--- src/rtl/riscv_pkg.sv ---
// Shared core constants: instruction memory geometry, byte/word widths and the
// loader state encoding, also used by the fetch stage.
package riscv_pkg;
   localparam int IMEM_DEPTH     = 32;
   localparam int IMEM_ADDR_W    = $clog2(IMEM_DEPTH);
   localparam int BYTE_W         = 8;
   localparam int WORD_W         = 32;
   localparam int BYTES_PER_WORD = WORD_W / BYTE_W;

   typedef enum logic [1:0] {
      S_IDLE  = 2'd0,
      S_LOAD  = 2'd1,
      S_CHECK = 2'd2,
      S_DONE  = 2'd3
   } loader_state_e;
endpackage

--- src/rtl/imem_loader_if.sv ---
// Byte-stream valid/ready channel feeding the instruction memory loader.
interface imem_loader_if;
   import riscv_pkg::*;

   logic              in_valid;
   logic [BYTE_W-1:0] in_data;
   logic              in_ready;

   modport master (output in_valid, output in_data, input  in_ready);
   modport slave  (input  in_valid, input  in_data, output in_ready);
endinterface

--- src/rtl/imem_loader_byte_packer.sv ---
// Assembles accepted bytes little-endian into a 32-bit word and pulses
// word_valid on the cycle after the fourth byte of a word is taken.
module byte_packer
   import riscv_pkg::*;
(
   input  logic              clk,
   input  logic              reset_n,
   input  logic              clr,
   input  logic              take,
   input  logic [BYTE_W-1:0] byte_in,
   output logic [1:0]        byte_idx,
   output logic [WORD_W-1:0] word,
   output logic              word_valid
);
   // Bytes shift in from the top, so byte 0 ends up in bits [7:0] after four takes.
   always_ff @(posedge clk or negedge reset_n) begin
      if (!reset_n) begin
         byte_idx   <= '0;
         word       <= '0;
         word_valid <= 1'b0;
      end else begin
         word_valid <= take && (byte_idx == 2'd3);
         if (clr) begin
            byte_idx <= '0;
         end else if (take) begin
            byte_idx <= byte_idx + 2'd1;
            word     <= {byte_in, word[WORD_W-1:BYTE_W]};
         end
      end
   end
endmodule

--- src/rtl/imem_loader.sv ---
// Instruction memory loader: packs a byte stream into words, writes them in order
// and holds the core in reset while loading. IMEM_LOADER_CHECKSUM_EN adds an XOR trailer check.
module imem_loader
   import riscv_pkg::*;
#(
   parameter  int DEPTH  = IMEM_DEPTH,
   localparam int ADDR_W = $clog2(DEPTH)
) (
   input  logic              clk,
   input  logic              reset_n,
   input  logic              start,
   input  logic [ADDR_W:0]   len,
   imem_loader_if.slave      bs,
   output logic              mem_we,
   output logic [ADDR_W-1:0] mem_waddr,
   output logic [WORD_W-1:0] mem_wdata,
   output logic              cpu_hold,
   output logic              busy,
   output logic              done,
   output logic              err
);
   localparam logic [ADDR_W:0] MAX_LEN = (ADDR_W+1)'(DEPTH);
   localparam logic [ADDR_W:0] ONE     = (ADDR_W+1)'(1);

   loader_state_e     state, state_nxt;
   logic [ADDR_W:0]   len_q, wcnt_q;
   logic              last_taken_q, hold_q, err_q;
   logic              in_ready, take, take_payload, start_acc;
   logic              word_valid;
   logic [1:0]        byte_idx;
   logic [WORD_W-1:0] word;

   assign start_acc    = start && (state == S_IDLE || state == S_DONE);
   assign take         = bs.in_valid && in_ready;
   assign take_payload = take && (state == S_LOAD);

   byte_packer u_packer (
      .clk        (clk),
      .reset_n    (reset_n),
      .clr        (start_acc),
      .take       (take_payload),
      .byte_in    (bs.in_data),
      .byte_idx   (byte_idx),
      .word       (word),
      .word_valid (word_valid)
   );

   always_ff @(posedge clk or negedge reset_n) begin
      if (!reset_n) state <= S_IDLE;
      else          state <= state_nxt;
   end

   always_comb begin
      state_nxt = state;
      in_ready  = 1'b0;
      case (state)
         S_IDLE, S_DONE: begin
            if (start) state_nxt = (len == '0 || len > MAX_LEN) ? S_DONE : S_LOAD;
         end
         S_LOAD: begin
            in_ready = !last_taken_q;
            if (word_valid && last_taken_q) begin
`ifdef IMEM_LOADER_CHECKSUM_EN
               state_nxt = S_CHECK;
`else
               state_nxt = S_DONE;
`endif
            end
         end
`ifdef IMEM_LOADER_CHECKSUM_EN
         S_CHECK: begin
            in_ready = 1'b1;
            if (bs.in_valid) state_nxt = S_DONE;
         end
`endif
         default: state_nxt = S_IDLE;
      endcase
   end

`ifdef IMEM_LOADER_CHECKSUM_EN
   logic [BYTE_W-1:0] csum_q;

   always_ff @(posedge clk or negedge reset_n) begin
      if (!reset_n)          csum_q <= '0;
      else if (start_acc)    csum_q <= '0;
      else if (take_payload) csum_q <= csum_q ^ bs.in_data;
   end
`endif

   // Word counter, last-byte flag and the hold/err status that outlive the load.
   always_ff @(posedge clk or negedge reset_n) begin
      if (!reset_n) begin
         len_q        <= '0;
         wcnt_q       <= '0;
         last_taken_q <= 1'b0;
         hold_q       <= 1'b1;
         err_q        <= 1'b0;
      end else if (start_acc) begin
         len_q        <= len;
         wcnt_q       <= '0;
         last_taken_q <= 1'b0;
         hold_q       <= (len != '0);
         err_q        <= (len > MAX_LEN);
      end else begin
         if (take_payload && byte_idx == 2'd3 && (wcnt_q + ONE) == len_q)
            last_taken_q <= 1'b1;
         if (word_valid) begin
            wcnt_q <= wcnt_q + ONE;
`ifdef IMEM_LOADER_CHECKSUM_EN
         end
         if (state == S_CHECK && take) begin
            err_q  <= (bs.in_data != csum_q);
            hold_q <= (bs.in_data != csum_q);
`else
            if (last_taken_q) hold_q <= 1'b0;
`endif
         end
      end
   end

   assign bs.in_ready = in_ready;
   assign mem_we      = word_valid;
   assign mem_waddr   = wcnt_q[ADDR_W-1:0];
   assign mem_wdata   = word;
   assign cpu_hold    = hold_q;
   assign err         = err_q;
   assign busy        = (state == S_LOAD) || (state == S_CHECK);
   assign done        = (state == S_DONE);
endmodule

--- src/flat_wrapper.sv ---
// flat-port wrapper written by rule: the top's interface ports become plain ports
module imem_loader_flat import riscv_pkg::*;
#(
   parameter  int DEPTH  = IMEM_DEPTH,
   localparam int ADDR_W = $clog2(DEPTH)
)
  (clk, reset_n, start, len, mem_we, mem_waddr, mem_wdata, cpu_hold, busy, done, err, bs_in_valid, bs_in_data, bs_in_ready);
  imem_loader_if bs_i ();
  input  logic clk;
  input  logic reset_n;
  input  logic start;
  input  logic [ADDR_W:0] len;
  output logic mem_we;
  output logic [ADDR_W-1:0] mem_waddr;
  output logic [WORD_W-1:0] mem_wdata;
  output logic cpu_hold;
  output logic busy;
  output logic done;
  output logic err;
  input wire logic [$bits(bs_i.in_valid)-1:0] bs_in_valid;
  input wire logic [$bits(bs_i.in_data)-1:0] bs_in_data;
  output wire logic [$bits(bs_i.in_ready)-1:0] bs_in_ready;
  assign bs_i.in_valid = bs_in_valid;
  assign bs_i.in_data = bs_in_data;
  assign bs_in_ready = bs_i.in_ready;
  imem_loader #(.DEPTH(DEPTH)) u_core (.clk(clk), .reset_n(reset_n), .start(start), .len(len), .bs(bs_i), .mem_we(mem_we), .mem_waddr(mem_waddr), .mem_wdata(mem_wdata), .cpu_hold(cpu_hold), .busy(busy), .done(done), .err(err));
endmodule
--- config.mk ---
export PLATFORM = sky130hd
export DESIGN_NAME = imem_loader_flat
export DESIGN_NICKNAME = d
export VERILOG_FILES = /design/src/rtl/riscv_pkg.sv /design/src/rtl/imem_loader_if.sv /design/src/rtl/imem_loader_byte_packer.sv /design/src/rtl/imem_loader.sv /design/src/flat_wrapper.sv
export SDC_FILE = /design/constraint.sdc
export NUM_CORES = 1
export LEC_CHECK = 0
export ABC_CLOCK_PERIOD_IN_PS = 1900
export CAP_MARGIN = 30
export CORE_AREA = 2 2 77 79
export DETAILED_ROUTE_END_ITERATION = 7
export DIE_AREA = 0 0 79 81
export PLACE_DENSITY = 0.72
export SLEW_MARGIN = 20
export SYNTH_ARGS = -nofsm -noshare
export SYNTH_HDL_FRONTEND = slang
export SYNTH_SLANG_ARGS = --single-unit
--- constraint.sdc ---
create_clock -name clk -period 1.9 [get_ports clk]
set_input_delay 0.38 -clock clk [delete_from_list [all_inputs] [get_ports clk]]
set_output_delay 0.38 -clock clk [all_outputs]
set_load 0.005 [all_outputs]
==> key figures <==
Status
  – Status: finished, final reports clean

Yosys
  – Syn Nets: 208
  – Post-synth EDFFs: 0
  – Synthesis Warnings: 0
  – Synth async-reset ratio: 100%
  – Area contributors post-synth: dfrtp_1 (55%), mux2_2 (14%), nand2_1 (4.1%)
  – Synth Flop Type: dfrtp_1
  – Top post-synthesis cells by count: dfrtp_1 (51), mux2_2 (29), nand2_1 (25)
  – Sequential area share after synthesis: 56.4%
  – Most numerous cell in the Yosys netlist: dfrtp_1
  – Synthesized area per cell: 12.5 um^2
  – Post-synth top area cell: dfrtp_1
  – Flops & latches, synth: 52
  – Synth Cell Area: 2310 um^2
  – Yosys top cell area share: 55.3%
  – Post-synthesis cell count: 185
  – Distinct cell type count after synthesis: 36

Worst setup path
  – Worst Setup End Kind: flip-flop
  – R2r setup slk: approximately 0.1 ns
  – Worst reg2reg endpoint: u_core.u_packer.word[19]
  – Worst Path Arrival: 2.00 ns
  – Crit-path max FO: 7
  – Reg-to-Reg Start: u_core.state[1]
  – WP data required: 2.10 ns
  – Startpoint Class: flip-flop
  – Worst Reg2Reg Path Length in Cells: 6
  – Crit path launch: u_core.state[1]
  – Worst Path Class, Setup: flip-flop to flip-flop

Route
  – DR iter-0 viols: 76
  – DRT Pass-1 Iters: 4
  – Vias per inst: 4.89
  – Total number of vias: 1615
  – Detailed Route WL: ~4700 um
  – Drt wl/cell: 14.1 um
  – # DRC: 0
  – Routed Antenna Nets: 0

Timing
  – Min Clock Period, post-route: 1.80 ns
  – Final hold vios: 0
  – Fmax: 0.556 GHz
  – Setup TNS: 0 ns
  – Worst-Margin Slew: 0.394 ns
  – Fin crit share: 94.7%
  – Slew Viols, Final: 0
  – Setup Skew: 0.00954 ns
  – Hold_ws: between 0.5 and 0.6 ns
  – Slew HR: 73.8%
  – Final setup vio count: 0
  – Unrepaired setup endpoints after global routing: false

Layout
  – Diodes inserted: 0
  – Layout Nets: 277
  – Fill count: ~510
  – Layout cell share with drive strength beyond 1: ~25%
  – Area delta synth->final: 39.4%

Global route
  – Initial antenna violation count: 0
  – Largest net degree at the start of global routing: 29
  – First-pass GRT wire length: 7620 um
  – GRT Total Usage: between 10% and 20%
  – Total grt overflow: 0
  – Number of global-route vias before repair: 1667

Power and ir drop
  – Leakage: approximately 1.4 nW
  – Sw Ratio: a little under a third
  – Net Switching: 1.43 mW
  – Reg power frac: roughly two fifths
  – PwrDens: 1480 nW/um^2
  – Clock power frac: between 10% and 20%
  – Max VDD drop: between 700 and 800 uV
  – Comb power frac: 45.4%
  – Pint: 3.32 mW

Flow run
  – Max_cap viols: 0

Floorplanning
  – DIE HEIGHT: 81 um
  – Core Region: roughly 5700 um^2
  – Cell row count: 28
  – Starting Density: between 40 and 50%
  – Width of the die: 79 um
  – I/O Pins: just over 60
  – Die area: 6400 um^2

Placed design
  – DP HPWL: 3210 um
  – Routability congestion estimate from global placement: 0.744
  – Number of port buffers: 60

CTS
  – TritonCTS clock tree: yes
  – Total CTS buffers: 5
  – Clk Latency, worst-skew pair: 0.31 ns
  – Clk sinks: 52
  – Max Root-Sink Buffers: 2
  – Clock root cell: clkbuf_8
  – H-tree depth: 2
  – Worst-path clk slew: 0.10 ns

Min path
  – Hold crit path type: primary input to asynchronous set/reset pin
## timing repair
action | in CTS | in global routing
setup endpoints to repair | 2 | 29
resized for setup | 5 | 8
pin swaps | 0 | 1
hold buffers | 1 | 0
hold endpoints to repair | 14 | 0
setup buffers | 4 | 0
cloned | 0 | 3
## sequential cells by signal (all words and copies together) (netlist names)
register,flops
u_core.cpu_hold,1
u_core.err,1
u_core.last_taken_q,1
u_core.len_q,6
u_core.state,2
u_core.u_packer.byte_idx,2
u_core.u_packer.word,32
u_core.u_packer.word_valid,1
u_core.wcnt_q,6
## how the worst max path moves through the flow
stage / to / slack (ns) / cells after the start
final: u_core.u_packer.word[19] / 0.1 / 6
after global routing: u_core.u_packer.word[30] / 0.01 / 8
after CTS: done / 0.03 / 3
after detailed placement: u_core.err / -0.02 / 4
after global placement: u_core.err / -0.03 / 4
after floorplan: u_core.u_packer.word[25] / 0.12 / 7
## cell families (layout without fill, tap and decap cells)
group | Yosys count | in the layout | share of synthesized area [%]
flip-flops | 52 | 52 | 56.4
adder cells (fa/ha/maj) | 5 | 5 | 2.71
XOR/XNOR | 12 | 12 | 4.55
AND/OR/NAND/NOR | 53 | 53 | 11.3
multiplexers | 35 | 35 | 17.0
AO/OA/AOI/OAI | 13 | 13 | 3.68
buffers and inverters | 15 | 85 | 4.39
## placed cells by master (no fill, tap or decap), types with 2 or more instances in the layout
cell type / count
a21oi_1: 5
buf_12: 2
buf_4: 7
buf_6: 2
clkbuf_16: 2
clkbuf_8: 6
clkdlybuf4s50_1: 56
dfrtp_1: 50
dlygate4sd2_1: 2
ha_1: 3
ha_4: 2
inv_2: 2
inv_6: 2
mux2_1: 5
mux2_2: 29
nand2_1: 25
nand2b_1: 2
nand3_1: 4
nand4_1: 3
nor2_1: 9
o21ai_0: 3
xnor2_1: 6
xor2_1: 6
## per-layer routing
layer  global-route usage, %  vias up  part of all wire, %
li1                        -      766                    -
met1                    18.3      800                   41
met2                    24.4       43                   49
met3                    7.33        6                  8.7
met4                    4.14        0                  1.0
met5                       0        -                    0
## final cells by class
class | count | area, um^2 | area share [%]
inverters | 3 | 11.3 | 0.350
flip-flops and latches | 52 | 1300 | 40.5
well taps | 75 | 93.8 | 2.91
clock buffers | 6 | 82.6 | 2.57
multi-input cells | 118 | 940 | 29.2
clock inverters | 2 | 17.5 | 0.544
repair buffers | 74 | 771 | 23.9
## worst max-delay path: stages (launching register included)
cell       delay, ns
dfrtp_1         0.40
buf_4           0.15
ha_4            0.22
and2_4          0.15
nor2_4          0.24
clkbuf_16       0.21
mux2_2          0.33
## power by group through the flow
stage                     Sequential, mW  Clock (mW)  Combinational [mW]
after floorplan                     1.91           0               0.917
after global placement              1.92           0                1.96
after detailed placement            1.94           0                1.99
after CTS                           1.92       0.711                2.06
after global routing                1.99       0.755                2.36
final                               1.91       0.686                2.16
## per-stage QoR
step / cell area (um^2) / util [%] / total power [mW] / cells / setup slack, ns
floorplan: 2310 / - / 2.83 / 185 / 0.124
global placement: 2980 / 52.5 / 3.87 / 314 / -0.0270
detailed placement: 2980 / 52.5 / 3.93 / 314 / -0.0176
CTS: 3130 / 55.2 / 4.69 / 327 / 0.0303
global route: 3220 / 56.7 / 5.10 / 330 / 0.0122
finish: 3220 / 56.7 / 4.75 / 330 / 0.0998
(Power assumes the default switching activity.)
